[src/rtl/console_writer_pkg.sv]
// Shared constants, control codes, state encoding and write payload for the text-console VRAM.
// The display-side reader imports the same package.
package console_writer_pkg;

   localparam int unsigned SCREEN_W = 40;
   localparam int unsigned SCREEN_H = 30;
   localparam int unsigned CELLS    = SCREEN_W * SCREEN_H;
   localparam int unsigned AW       = 11;
   localparam int unsigned CX_W     = 6;
   localparam int unsigned CY_W     = 5;

   localparam logic [7:0] FILL  = 8'h20;
   localparam logic [7:0] CH_CR = 8'h0D;
   localparam logic [7:0] CH_LF = 8'h0A;
   localparam logic [7:0] CH_BS = 8'h08;
   localparam logic [7:0] CH_FF = 8'h0C;

   typedef enum logic [1:0] {
      IDLE       = 2'd0,
      CLR_LINE   = 2'd1,
      CLR_SCREEN = 2'd2
   } state_t;

   typedef struct packed {
      logic [AW-1:0] addr;
      logic [7:0]    data;
   } vram_wr_t;

   function automatic logic is_printable(input logic [7:0] c);
      return (c >= 8'h20) && (c <= 8'h7E);
   endfunction

endpackage

[src/rtl/vram_addr_calc.sv]
// Combinational cell address y*SCREEN_W + x, shared by the console writer and the display reader.
module vram_addr_calc
   import console_writer_pkg::*;
(
   input  logic [CX_W-1:0] x,
   input  logic [CY_W-1:0] y,
   output logic [AW-1:0]   addr_c
);

   assign addr_c = AW'(AW'(y) * AW'(SCREEN_W)) + AW'(x);

endmodule

[src/rtl/console_writer.sv]
// Write side of the text-console VRAM: cursor tracking, control-code handling,
// line clear on row advance and full-screen clear, with registered VRAM write port.
module console_writer
   import console_writer_pkg::*;
(
   input  logic            px_clk,
   input  logic            reset,
   input  logic [7:0]      char_i,
   input  logic            char_valid_i,
   output logic            char_ready_o,
   output logic [AW-1:0]   wr_addr_vram,
   output logic [7:0]      wr_data_vram,
   output logic            wr_en_vram,
   output logic [CX_W-1:0] cursor_x,
   output logic [CY_W-1:0] cursor_y,
   output logic            busy
);

   state_t          state, state_n;
   logic [CX_W-1:0] cx_n;
   logic [CY_W-1:0] cy_n, cy_inc;
   logic [AW-1:0]   cnt, cnt_n;
   logic            wr_en_n;
   vram_wr_t        wr_q, wr_n;
   logic [CX_W-1:0] calc_x;
   logic [AW-1:0]   cell_addr;
   logic            accept;

   assign wr_addr_vram = wr_q.addr;
   assign wr_data_vram = wr_q.data;
   assign accept       = char_valid_i && char_ready_o;
   assign cy_inc       = (cursor_y == CY_W'(SCREEN_H - 1)) ? '0 : cursor_y + CY_W'(1);

   // Column fed to the address helper: clear counter, backspace target, or the cursor.
   always_comb begin
      calc_x = cursor_x;
      if (state == CLR_LINE) begin
         calc_x = CX_W'(cnt);
      end else if (char_i == CH_BS) begin
         calc_x = cursor_x - CX_W'(1);
      end
   end

   vram_addr_calc u_addr (
      .x      (calc_x),
      .y      (cursor_y),
      .addr_c (cell_addr)
   );

   // Next-state, cursor and write decision.
   always_comb begin
      state_n = state;
      cx_n    = cursor_x;
      cy_n    = cursor_y;
      cnt_n   = cnt;
      wr_en_n = 1'b0;
      wr_n    = '{addr: cell_addr, data: FILL};

      unique case (state)
         IDLE: begin
            if (accept) begin
               if (is_printable(char_i)) begin
                  wr_en_n = 1'b1;
                  wr_n    = '{addr: cell_addr, data: char_i};
                  if (cursor_x == CX_W'(SCREEN_W - 1)) begin
                     cx_n    = '0;
                     cy_n    = cy_inc;
                     cnt_n   = '0;
                     state_n = CLR_LINE;
                  end else begin
                     cx_n = cursor_x + CX_W'(1);
                  end
               end else if (char_i == CH_CR) begin
                  cx_n = '0;
               end else if (char_i == CH_LF) begin
                  cx_n    = '0;
                  cy_n    = cy_inc;
                  cnt_n   = '0;
                  state_n = CLR_LINE;
               end else if (char_i == CH_BS) begin
                  if (cursor_x != '0) begin
                     cx_n    = cursor_x - CX_W'(1);
                     wr_en_n = 1'b1;
                  end
               end else if (char_i == CH_FF) begin
                  cnt_n   = '0;
                  state_n = CLR_SCREEN;
               end
            end
         end

         CLR_LINE: begin
            wr_en_n = 1'b1;
            if (cnt == AW'(SCREEN_W - 1)) begin
               cnt_n   = '0;
               state_n = IDLE;
            end else begin
               cnt_n = cnt + AW'(1);
            end
         end

         CLR_SCREEN: begin
            wr_en_n = 1'b1;
            wr_n    = '{addr: cnt, data: FILL};
            if (cnt == AW'(CELLS - 1)) begin
               cnt_n   = '0;
               cx_n    = '0;
               cy_n    = '0;
               state_n = IDLE;
            end else begin
               cnt_n = cnt + AW'(1);
            end
         end

         default: begin
            state_n = CLR_SCREEN;
            cnt_n   = '0;
         end
      endcase
   end

   // State, cursor and output registers; ready/busy track the state being entered.
   always_ff @(posedge px_clk) begin
      if (reset) begin
         state        <= CLR_SCREEN;
         cursor_x     <= '0;
         cursor_y     <= '0;
         cnt          <= '0;
         wr_en_vram   <= 1'b0;
         wr_q         <= '0;
         char_ready_o <= 1'b0;
         busy         <= 1'b1;
      end else begin
         state        <= state_n;
         cursor_x     <= cx_n;
         cursor_y     <= cy_n;
         cnt          <= cnt_n;
         wr_en_vram   <= wr_en_n;
         wr_q         <= wr_n;
         char_ready_o <= (state_n == IDLE);
         busy         <= (state_n != IDLE);
      end
   end

endmodule

[config.mk]
export PLATFORM = sky130hd
export DESIGN_NAME = console_writer
export DESIGN_NICKNAME = d
export VERILOG_FILES = /design/src/rtl/console_writer_pkg.sv /design/src/rtl/vram_addr_calc.sv /design/src/rtl/console_writer.sv
export SDC_FILE = /design/constraint.sdc
export NUM_CORES = 1
export LEC_CHECK = 0
export CORE_MARGIN = 1
export CORE_UTILIZATION = 54
export CTS_CLUSTER_SIZE = 16
export DETAILED_ROUTE_END_ITERATION = 7
export MAX_ROUTING_LAYER = met4
export PLACE_DENSITY = 0.8
export SYNTH_ARGS = -nofsm -noshare
export SYNTH_HDL_FRONTEND = slang
export SYNTH_SLANG_ARGS = --single-unit
[constraint.sdc]
create_clock -name px_clk -period 4.3 [get_ports px_clk]
set_clock_uncertainty 0.05 [all_clocks]
set_input_delay 0.86 -clock px_clk [delete_from_list [all_inputs] [get_ports px_clk]]
set_output_delay 0.86 -clock px_clk [all_outputs]
set_load 0.02 [all_outputs]
Word-level counts from Yosys, hierarchy flattened
Index checks and enable logic that the tools add are counted.

Register bits after elaboration: 46.

$mul: 1. Muxes and demuxes: 49. Reductions and logical operators: 11. $add $sub $neg: 5. Equality and inequality tests: 19. Magnitude comparators: 2.

Operators with widths (count): 11-bit 2-to-1 mux (9); 6-bit 2-to-1 mux (10); 19-bit case mux with 2 select lines (1); 5-bit 2-to-1 mux (7); 11-bit case mux with 3 select lines (1); 8-bit by 4-bit equality test with 1-bit output, second input constant (4); 2-bit 2-to-1 mux (9); 8-bit 2-to-1 mux (2); 6-bit case mux with 2 select lines (1); 11-bit by 1-bit adder with 11-bit output, second input constant (1); 11-bit by 6-bit adder with 11-bit output (1); 11-bit equality test, second input constant (1); 11-bit by 6-bit equality test with 1-bit output, second input constant (1); 5-bit != test, second input constant (2); 5-bit case mux with 2 select lines (1); 5-bit AND reduction (2); 3-bit != test, second input constant (3); 8-bit by 6-bit >= comparator with 1-bit output, second input constant (1); 8-bit by 7-bit <= comparator with 1-bit output, second input constant (1); 5-bit by 3-bit multiplier with 8-bit output, second input constant (1); 4-bit != test, second input constant (2); 6-bit by 1-bit adder with 6-bit output, second input constant (1); 6-bit equality test, second input constant (1); 1-bit 2-to-1 mux (6); 14 further kinds (18).

Logic depth before layout (Yosys ltp)
Gate-level depths: netlist (run 1).

Word-level depth: 9. Gate-level depth with buffers: 16.

Cells and area by module
Synthesis (run 1) repeated with hierarchy kept, for this count alone.

Cells, all modules: 366. Area, all modules: 2975.4 um2.

Modules (own cells, without submodules): console_writer (area each 2586.2 um2, cells an instance 321, instances 1); vram_addr_calc (area each 389.1 um2, cells an instance 45, instances 1).

Worst setup path after synthesis (run 1)
Ideal clock, no wire load.

Kind: input port to flip-flop. Start: input port char_i[4]. End: register wr_q, in the netlist wr_addr_vram[9]. Required time: 4.122 ns. Stages: 15. Arrival: 3.156 ns. Path slack: 0.967 ns. Buffers on the path: 1. Path through: nor3b_1 -> and3_1 -> buf_2 -> nand2_1 -> xor2_1 -> o21ai_0 -> ha_1 -> inv_1 -> fa_1 -> nor2b_1 -> o21ai_0 -> nor3_1 -> xnor2_1 -> a22oi_1 -> nor2_1.

Word-level cells in the longest chain between the ends: 5.

RTL lines: from (decl) (RTL line console_writer.sv:8) `input logic [7:0] char_i,`; 8-bit by 4-bit equality test with 1-bit output (RTL line console_writer.sv:39) `end else if (char_i == CH_BS) begin`; 6-bit 2-to-1 mux (RTL line console_writer.sv:39); 6-bit 2-to-1 mux (RTL line console_writer.sv:37) `if (state == CLR_LINE) begin`; 11-bit by 6-bit adder with 11-bit output (RTL line vram_addr_calc.sv:10) `assign addr_c = AW'(AW'(y) * AW'(SCREEN_W)) + AW'(x);`; 19-bit case mux with 2 select lines (RTL line console_writer.sv:59) `unique case (state)`; to (signal assigned) (RTL line console_writer.sv:139) `wr_q <= wr_n;`; to (decl) (RTL line console_writer.sv:24) `vram_wr_t wr_q, wr_n;`.

No other way between the ends. A chain may end at the register's enable or synchronous reset.

Worst setup path after layout (run 1)
Start: input port char_i[3]. End: register wr_q, in the netlist wr_addr_vram[9].

Same word-level chain as after synthesis.

==> out/results.ini, run 1 <==
[outcome]
outcome = complete, no violations

[clock_network]
hold_buffers = 0
cts_made_buffers = 5
cts_resized = 0
cts_root_buffer = clkbuf_8
clock_path_buffers = 2
cts_tree = done
cts.sinks = 46
cts.clk_slew.worst_paths_ns = 0.09
postCtsSetupBuffers = 0
clock_latency_ns = 0.30
cts-htree-levels = 2

[logic_synthesis]
synth_area_leader_cell = dfxtp_1
synth.cell_area_um2 = 2870
synth-edff-count = 0
ys.flop_type = dfxtp_1
synthTopCellsByArea = dfxtp_1 (32%), ha_1 (8.3%), nor2_1 (5.5%), o21ai_0 (4.7%), a21oi_1 (4.2%)
syn-mean-instance-area_um2 = 8.06
seq_area_frac_synth_pct = 32.1
ys_ff_latch = 46
synth_top_area_share_pct = 32.1
synth_most_common_cell = dfxtp_1
syn_nets = 388
synth_cell_types = 62
synthArstFlopShare_pct = 0
postSynthCellCount = 356
yosysWarnings = 0
synth_commonest_cells = dfxtp_1 (46), nor2_1 (42), o21ai_0 (27), a21oi_1 (24), nand2_1 (23)

[timing]
final_max_slew_viol_count = 0
hold_viol_final = 0
period_needed_ns = 3.83
finalSetupViolCount = 0
relSlewSlack_pct = 56.8
finalCritPeriodShare_pct = 89.0
worst_slew_pin_slew_ns = 0.646
fin_tns_setup_ns = 0
rsz0062_at_grt = no
max_clock_freq_mhz = 261

[grt]
grt_pass1_wl_mm = 11.4
antenna_found_initial = 0
track_usage_pct = 27.4
grt_overflow = 0
grt_max_degree = 45
grt_pass1_vias = 2404

[floorplan]
die_w_um = 74.9
core-area_um2 = 5110
rows = 26
die_y_um = 74.9
ioPinCount = 44
start_util_pct = 56.2
die-area_um2 = 5610

[place]
port_buffers = 43
hpwlAfterDp_mm = 5.18
place.gp.congestion = 0.953
dpl.cell_count = 458

[worst_setup_path]
cp.arrival_ns = 3.96
critPathMaxFanout = 5
critPathCaptureType = flop
cp.required_ns = 4.43
worstSetupStartpointType = primary input
worstSetupPathType = primary input to flop

[pwr]
p_leak_nw = 1.26
powerDensity_nw_per_um2 = 273
ir_drop_v = 0.000180

[layout]
stdcell_count = 465
n_fill_cell = 446
n_antenna_cell = 0
area_growth_pct = 21.0
layout-drive-gt1-share_pct = 6.33
fin_nets = 427

[route]
drt_iter0_markers = 265
routed_via_density = 5.98
num_vias = 2780
drc = 0
wirelength_mm = 7.25
dr.pass1.iters = 5
ant_nets = 0
wl_per_cell_um = 15.6

[flow_run]
maxCapViolations = 0

[worst_hold_path]
hold_path.class = flop to flop

-- power by group --
part	internal (mW)	total, mW	switching, mW	leakage [nW]
registers	0.439	0.451	0.0115	0.373
logic	0.0641	0.164	0.100	0.832
clock network	0.186	0.334	0.148	0.0573
total	0.689	0.949	0.260	1.26
-- path summary, 6_finish.rpt --
| kind | startpoint | end | slack, ns | depth (start not counted) |
|---|---|---|---|---|
| setup / recovery | char_i[3] | wr_addr_vram[9] | 0.47 | 15 |
| hold / removal | cnt[1] | cnt[1] | 0.46 | 2 |
| setup reg to reg | cursor_x[0] | wr_addr_vram[10] | 1.25 | 13 |
| hold reg to reg | cnt[1] | cnt[1] | 0.46 | 2 |
-- through the flow --
stage / utilization (%) / total power, mW / instance area (um^2) / hold WS (ns) / worst slack (ns)
after floorplan: - / 0.568 / 2870 / 0.421 / 0.967
after global placement: 65.8 / 0.620 / 3360 / 0.437 / 0.317
after CTS: 68.0 / 0.952 / 3470 / 0.454 / 0.504
final: 68.0 / 0.949 / 3470 / 0.460 / 0.473
after detailed placement: 65.8 / 0.622 / 3360 / 0.442 / 0.239
after global routing: 68.0 / 0.989 / 3470 / 0.502 / 0.208
-- area by class of cell --
cell class	instances	area, um^2	share of cell area, %
inverters	16	60.1	1.73
repair buffers	47	460	13.3
clock buffers	6	82.6	2.38
flip-flops and latches	46	921	26.5
multi-input cells	279	1830	52.7
well taps	70	87.6	2.52
clock inverters	1	30.0	0.865
-- cells in the final DEF (no fill, tap or decap), drive strengths merged, types with 5 or more instances in the layout --
cell type,netlist,routed
a22oi,7,7
nand2b,8,8
clkdlybuf4s50,0,43
nor3,11,11
a31oi,7,7
inv,16,16
nand2,23,23
nor2,42,42
a21oi,24,24
and2,6,6
ha,19,19
xnor2,8,8
o21ai,29,29
clkbuf,12,6
dfxtp,46,46
xor2,5,5
nand3,16,16
-- critical path: stages --
cell and delay (ns):
clkdlybuf4s50_1 0.54, nor3b_1 0.45, and3_1 0.28, nand2_1 0.07, xor2_1 0.15, o21ai_0 0.18, ha_1 0.20, inv_1 0.06
fa_1 0.40, nor2b_1 0.13, o21ai_0 0.13, nor3_1 0.24, xnor2_1 0.09, a22oi_1 0.14, nor2_1 0.05
-- routing by layer --
metal,vias to the layer above,global-route usage (%),part of all wire (%)
li1,1363,-,-
met1,1315,36.4,47
met2,94,43.6,47
met3,8,4.55,4.8
met4,0,6.50,1.0
met5,-,-,0
-- cells by family (layout without fill, tap and decap cells) --
group           Yosys count  after routing  synth area share [%]
mux                       2              2                 0.785
simple gates            142            142                  26.2
flops                    46             46                  32.1
xor+xnor                 13             13                  3.97
buf+inv                  31             70                  4.10
other cells               1              1                 0.131
compound gates          100            100                  23.1
fa+ha+maj                21             21                  9.68
-- flip-flops by register name (all words and copies together) (netlist names) --
register,flops
cnt,11
cursor_x,6
busy,1
state,2
wr_data_vram,8
wr_addr_vram,11
wr_en_vram,1
cursor_y,5
char_ready_o,1
(Power assumes the default switching activity.)
==> run 2: changes to the inputs <==
--- a/config.mk
+++ b/config.mk
@@ -5,10 +5,13 @@
 export SDC_FILE = /design/constraint.sdc
 export NUM_CORES = 1
 export LEC_CHECK = 0
+export ABC_AREA = 1
+export CAP_MARGIN = 20
 export CORE_MARGIN = 1
-export CORE_UTILIZATION = 54
+export CORE_UTILIZATION = 55
 export CTS_CLUSTER_SIZE = 16
 export DETAILED_ROUTE_END_ITERATION = 7
+export GPL_ROUTABILITY_DRIVEN = 0
 export MAX_ROUTING_LAYER = met4
 export PLACE_DENSITY = 0.8
 export SYNTH_ARGS = -nofsm -noshare
==> out/results.ini, run 2 <==
[outcome]
outcome = complete, no violations

[logic_synthesis]
syn_nets = 540
synth-edff-count = 0
synth_cell_types = 41
synth_commonest_cells = nand2_1 (145), inv_1 (58), nor2_1 (57), nand3_1 (47), dfxtp_1 (46)
ys.flop_type = dfxtp_1
syn-mean-instance-area_um2 = 6.44
ys_ff_latch = 46
synth_most_common_cell = nand2_1
synth_area_leader_cell = dfxtp_1
seq_area_frac_synth_pct = 28.1
yosysWarnings = 0
synthTopCellsByArea = dfxtp_1 (28%), nand2_1 (17%), ha_1 (7.3%), nand3_1 (7.2%), inv_1 (6.7%)
synth_top_area_share_pct = 28.1
synthArstFlopShare_pct = 0
synth.cell_area_um2 = 3270
postSynthCellCount = 508

[pwr]
powerDensity_nw_per_um2 = 276
finalPower_mw = 1.05
p_leak_nw = 1.78
ir_drop_v = 0.000151

[worst_setup_path]
rrSetupSlack_ns = 1.23
r2r_start = state[1]
critPathMaxFanout = 10
crit_slowest_cell = clkdlybuf4s50_1
worstSetupStartpointType = primary input
cpLargestDelayFamily = simple AND/OR/NAND/NOR gates
cp.required_ns = 4.48
cpMostUsedCell = inv_1
cpPeakStageDelay_ns = 0.46
reg2reg_depth = 13
crit_buf_inv = 4
cp.arrival_ns = 3.61
reg2reg_to = wr_addr_vram[9]
worstSetupPathType = primary input to flop
critPathCaptureType = flop
crit_path_cell_trace = clkdlybuf4s50_1 -> inv_1 -> nand2_1 -> nor2_1 -> nand2_2 -> inv_1 -> nor2_1 -> o22ai_1 -> ha_1 -> inv_1 -> fa_1 -> or2_2 -> nand2_1 -> nand3_1 -> o21bai_1 -> nand3_1 -> a21oi_1

[timing]
final_max_slew_viol_count = 0
max_clock_freq_mhz = 291
rsz0062_at_grt = no
worst_slew_pin_slew_ns = 0.524
fin_tns_setup_ns = 0
period_needed_ns = 3.44
hold_viol_final = 0
finalSetupViolCount = 0
relSlewSlack_pct = 65.0
finalCritPeriodShare_pct = 79.9

[route]
drc = 0
drt_iter0_markers = 229
wirelength_mm = 7.94
routed_via_density = 5.32
dr.pass1.iters = 5
wl_per_cell_um = 12.8
num_vias = 3297
ant_nets = 0

[worst_hold_path]
hold_depth = 2
hold_path.class = flop to flop
hold_path_end = cnt[9]
hold_start = cnt[9]

[clock_network]
cts_resized = 0
clock_latency_ns = 0.30
cts-htree-levels = 2
cts_root_buffer = clkbuf_8
cts.sinks = 46
cts.clk_slew.worst_paths_ns = 0.09
cts_tree = done
postCtsSetupBuffers = 0
hold_buffers = 0
cts_made_buffers = 5
clock_path_buffers = 2

[floorplan]
start_util_pct = 58.3
core-area_um2 = 5610
die_w_um = 79.1
rows = 27
ioPinCount = 44
die-area_um2 = 6260
die_y_um = 79.1

[layout]
final_cell_mix = nand2_1 (145), inv_1 (58), nor2_1 (57), nand3_1 (47), dfxtp_1 (46)
final_common_cell = nand2_1
n_antenna_cell = 0
layout-drive-gt1-share_pct = 8.76
area_growth_pct = 16.8
fin_nets = 580

[grt]
grt_overflow = 0
grt_max_degree = 28
grt_pass1_wl_mm = 12.8
grt_pass1_vias = 2815
antenna_found_initial = 0
track_usage_pct = 26.5

[place]
hpwlAfterDp_mm = 5.94
port_buffers = 43

[flow_run]
maxCapViolations = 0

run 2: cell types whose count changed after synthesis, moves of 8 or more:
cell,before,now
nand3_1,16,47
nor2_1,42,57
nand2_1,23,145
o21ai_0,27,12
nand2b_1,8,0
nor2_2,0,8
inv_1,16,58
run 2: kinds of logic after synthesis:
| group | count (synthesis) | synth area share, % |
|---|---|---|
| adder cells (fa/ha/maj) | 21 | 8.49 |
| AO/OA/AOI/OAI | 60 | 10.9 |
| buffers and inverters | 77 | 9.48 |
| other | 1 | 0.115 |
| XOR/XNOR | 5 | 1.34 |
| AND/OR/NAND/NOR | 298 | 41.5 |
| flip-flops | 46 | 28.1 |
run 2: worst register-to-register path: stages (launching register included):
cell and delay, ns:
dfxtp_1 0.35, inv_1 0.12, ha_1 0.43, clkinv_1 0.34
o22ai_1 0.25, ha_1 0.19, inv_1 0.05, fa_1 0.38
or2_2 0.32, nand2_1 0.10, nand3_1 0.09, o21bai_1 0.13
nand3_1 0.08, a21oi_1 0.12
run 2: layout make-up:
class	count	area (um^2)
Multi-Input combinational cell	385	2040
Sequential cell	46	921
Clock buffer	6	72.6
Clock inverter	1	7.51
Tap cell	72	90.1
Inverter	65	244
Fill cell	539	1790
Timing Repair Buffer	45	445
run 2: metal layers:
layer,wire length [um],GRT usage [%],vias up
li1,-,-,1696
met3,376,3.91,16
met4,167,8.55,0
met2,3800,44.9,104
met5,0,-,-
met1,3600,32.3,1481
run 2: worst max-delay path by stage:
stage | from | endpoint | cells after the start
2_1_floorplan | char_i[6] | wr_addr_vram[9] | 16
3_3_place_gp | char_i[5] | wr_addr_vram[9] | 17
3_5_place_dp | char_i[1] | wr_addr_vram[9] | 17
4_1_cts | char_i[1] | wr_addr_vram[9] | 17
5_1_grt | char_i[0] | wr_addr_vram[9] | 17
6_report | char_i[1] | wr_addr_vram[9] | 17
run 2: where the power goes:
| group | leakage (nW) | switching, mW | total, mW | internal, mW |
|---|---|---|---|---|
| Combinational | 1.37 | 0.190 | 0.303 | 0.113 |
| Sequential | 0.374 | 0.0326 | 0.486 | 0.454 |
| Clock | 0.0373 | 0.152 | 0.264 | 0.112 |
run 2: metrics by stage:
step	cells	area, um^2	hold slack, ns	utilization [%]	setup WS, ns
2_1_floorplan	508	3270	0.413	-	1.25
3_5_place_dp	613	3740	0.460	66.7	0.572
5_1_grt	620	3820	0.501	68.1	0.630
3_3_place_gp	613	3740	0.442	66.7	0.675
4_1_cts	620	3820	0.473	68.1	0.884
6_report	620	3820	0.469	68.1	0.865
==> run 3: changes to the inputs <==
--- a/config.mk
+++ b/config.mk
@@ -8,12 +8,12 @@
 export ABC_AREA = 1
 export CAP_MARGIN = 20
 export CORE_MARGIN = 1
-export CORE_UTILIZATION = 55
+export CORE_UTILIZATION = 50
 export CTS_CLUSTER_SIZE = 16
 export DETAILED_ROUTE_END_ITERATION = 7
 export GPL_ROUTABILITY_DRIVEN = 0
 export MAX_ROUTING_LAYER = met4
-export PLACE_DENSITY = 0.8
+export PLACE_DENSITY = 0.77
 export SYNTH_ARGS = -nofsm -noshare
 export SYNTH_HDL_FRONTEND = slang
 export SYNTH_SLANG_ARGS = --single-unit
==> constraint.sdc (replaced) <==
create_clock -name px_clk -period 2.8 [get_ports px_clk]
set_clock_uncertainty 0.05 [all_clocks]
set_input_delay 0.56 -clock px_clk [delete_from_list [all_inputs] [get_ports px_clk]]
set_output_delay 0.56 -clock px_clk [all_outputs]
set_load 0.02 [all_outputs]
==> out/results.ini, run 3 (synthesis results as in run 2) <==
[timing]
worst_slack_ns = 0.208
final_max_slew_viol_count = 0
worst_slew_pin_slew_ns = 0.506
rsz0062_at_grt = no
finalCritPeriodShare_pct = 92.6
period_needed_ns = 2.59
finalSetupViolCount = 0
hold_viol_final = 0
relSlewSlack_pct = 66.2
max_clock_freq_mhz = 386

[worst_setup_path]
critPathMaxFanout = 4
critPathCaptureType = flop
worstSetupStartpointType = primary input
r2r_start = cursor_x[3]
cp.required_ns = 2.99
crit_slowest_cell = fa_2
cp.arrival_ns = 2.78
cpLargestDelayFamily = simple AND/OR/NAND/NOR gates
crit_path_cell_trace = dlygate4sd2_1 -> inv_1 -> nand2_2 -> nor2_4 -> nand2_4 -> inv_2 -> nor2_1 -> o22ai_1 -> ha_2 -> inv_1 -> fa_2 -> or2_4 -> nand2_2 -> nand3_2 -> o21bai_1 -> nand3_1 -> a21oi_1
crit_start = char_i[0]
crit_buf_inv = 4
worstSetupPathType = primary input to flop
cpPeakStageDelay_ns = 0.34

[route]
dr.pass1.iters = 5
routed_via_density = 5.35
drt_iter0_markers = 278
wirelength_mm = 8.60
drc = 0
num_vias = 3523
wl_per_cell_um = 13.0
ant_nets = 0

[grt]
grt_max_degree = 27
track_usage_pct = 25.6
antenna_found_initial = 0
grt_overflow = 0
grt_pass1_wl_mm = 14.3
grt_pass1_vias = 3350

[floorplan]
rows = 29
die_w_um = 82.9
die-area_um2 = 6870
core-area_um2 = 6350
die_y_um = 82.9
ioPinCount = 44
start_util_pct = 51.5

[clock_network]
cts_tree = done
clock_path_buffers = 2
cts.clk_slew.worst_paths_ns = 0.09
cts_root_buffer = clkbuf_8
clock_latency_ns = 0.30
cts_made_buffers = 5
cts.sinks = 46
cts-htree-levels = 2
hold_buffers = 0

[place]
port_buffers = 43
hpwlAfterDp_mm = 6.42
pre_cts_ws_ns = -0.511

[layout]
n_fill_cell = 539
layout-drive-gt1-share_pct = 16.7
final_util_pct = 65.4
area_growth_pct = 26.9
final_cell_mix = nand2_1 (142), inv_1 (55), nor2_1 (55), nand3_1 (46), dfxtp_1 (46)
fin_nets = 613
final_common_cell = nand2_1
n_antenna_cell = 0

[pwr]
p_leak_nw = 2.04
ir_drop_v = 0.000242
finalPower_mw = 1.67
powerDensity_nw_per_um2 = 403

[worst_hold_path]
hold_start = cnt[9]
hold_path.class = flop to flop

[outcome]
outcome = complete, no violations

[flow_run]
maxCapViolations = 0

==> run 3: changes by cell type in the layout (fill, tap and decap cells not counted), sizes merged <==
| cell | change |
|---|---|
| clkdlybuf4s50 | -8 |
| dlygate4sd2 | +1 |
| buf | +33 |
| clkinv | +1 |
| dlymetal6s2s | +7 |
==> run 3: worst reg2reg max path, stage by stage (launching register included) <==
cell,delay (ns)
dfxtp_1,0.41
nor2_1,0.26
nand3_1,0.11
nand2_1,0.11
o21ai_0,0.08
o22ai_1,0.14
ha_2,0.21
inv_1,0.05
fa_2,0.34
or2_4,0.27
nand2_2,0.09
nand3_2,0.07
o21bai_1,0.13
nand3_1,0.08
a21oi_1,0.12
==> run 3: metrics by stage <==
stage / setup TNS [ns] / hold slack, ns / cells / instance area, um^2
finish: 0 / 0.470 / 659 / 4150
detailed placement: -2.31 / 0.452 / 646 / 3960
global placement: -1.61 / 0.448 / 646 / 3960
CTS: 0 / 0.466 / 656 / 4080
global route: 0 / 0.507 / 659 / 4150
floorplan: 0 / 0.413 / 508 / 3270
==> run 3: timing repair <==
item / CTS / global route
resized for setup: 8 / 18
pin swaps: 4 / 12
setup buffers: 2 / 3
setup endpoints to repair: 5 / 5
==> run 3: cell type report <==
class,instances,area [um^2],area share (%)
flip-flops and latches,46,921,22.2
clock buffers,6,82.6,1.99
well taps,77,96.3,2.32
repair buffers,78,709,17.1
clock inverters,2,12.5,0.301
inverters,65,244,5.88
multi-input cells,385,2090,50.2
==> run 3: worst paths after layout <==
kind	slack, ns	depth (start not counted)	endpoint
setup reg to reg	0.22	14	wr_addr_vram[9]
setup / recovery	0.21	17	wr_addr_vram[9]
hold reg to reg	0.47	2	cnt[9]
hold / removal	0.47	2	cnt[9]
==> run 3: power breakdown <==
part           total (mW)  internal (mW)  switching (mW)
clock               0.435          0.199           0.236
combinational       0.495          0.191           0.304
sequential          0.745          0.697          0.0479
==> run 3: metal layers <==
layer  wire length [um]  GRT usage, %  vias to the layer above
met5                  0             -                        -
met4                240          13.9                        0
met3                360          3.48                       26
met2               4350          44.3                      123
met1               3650          28.4                     1594
li1                   -             -                     1780
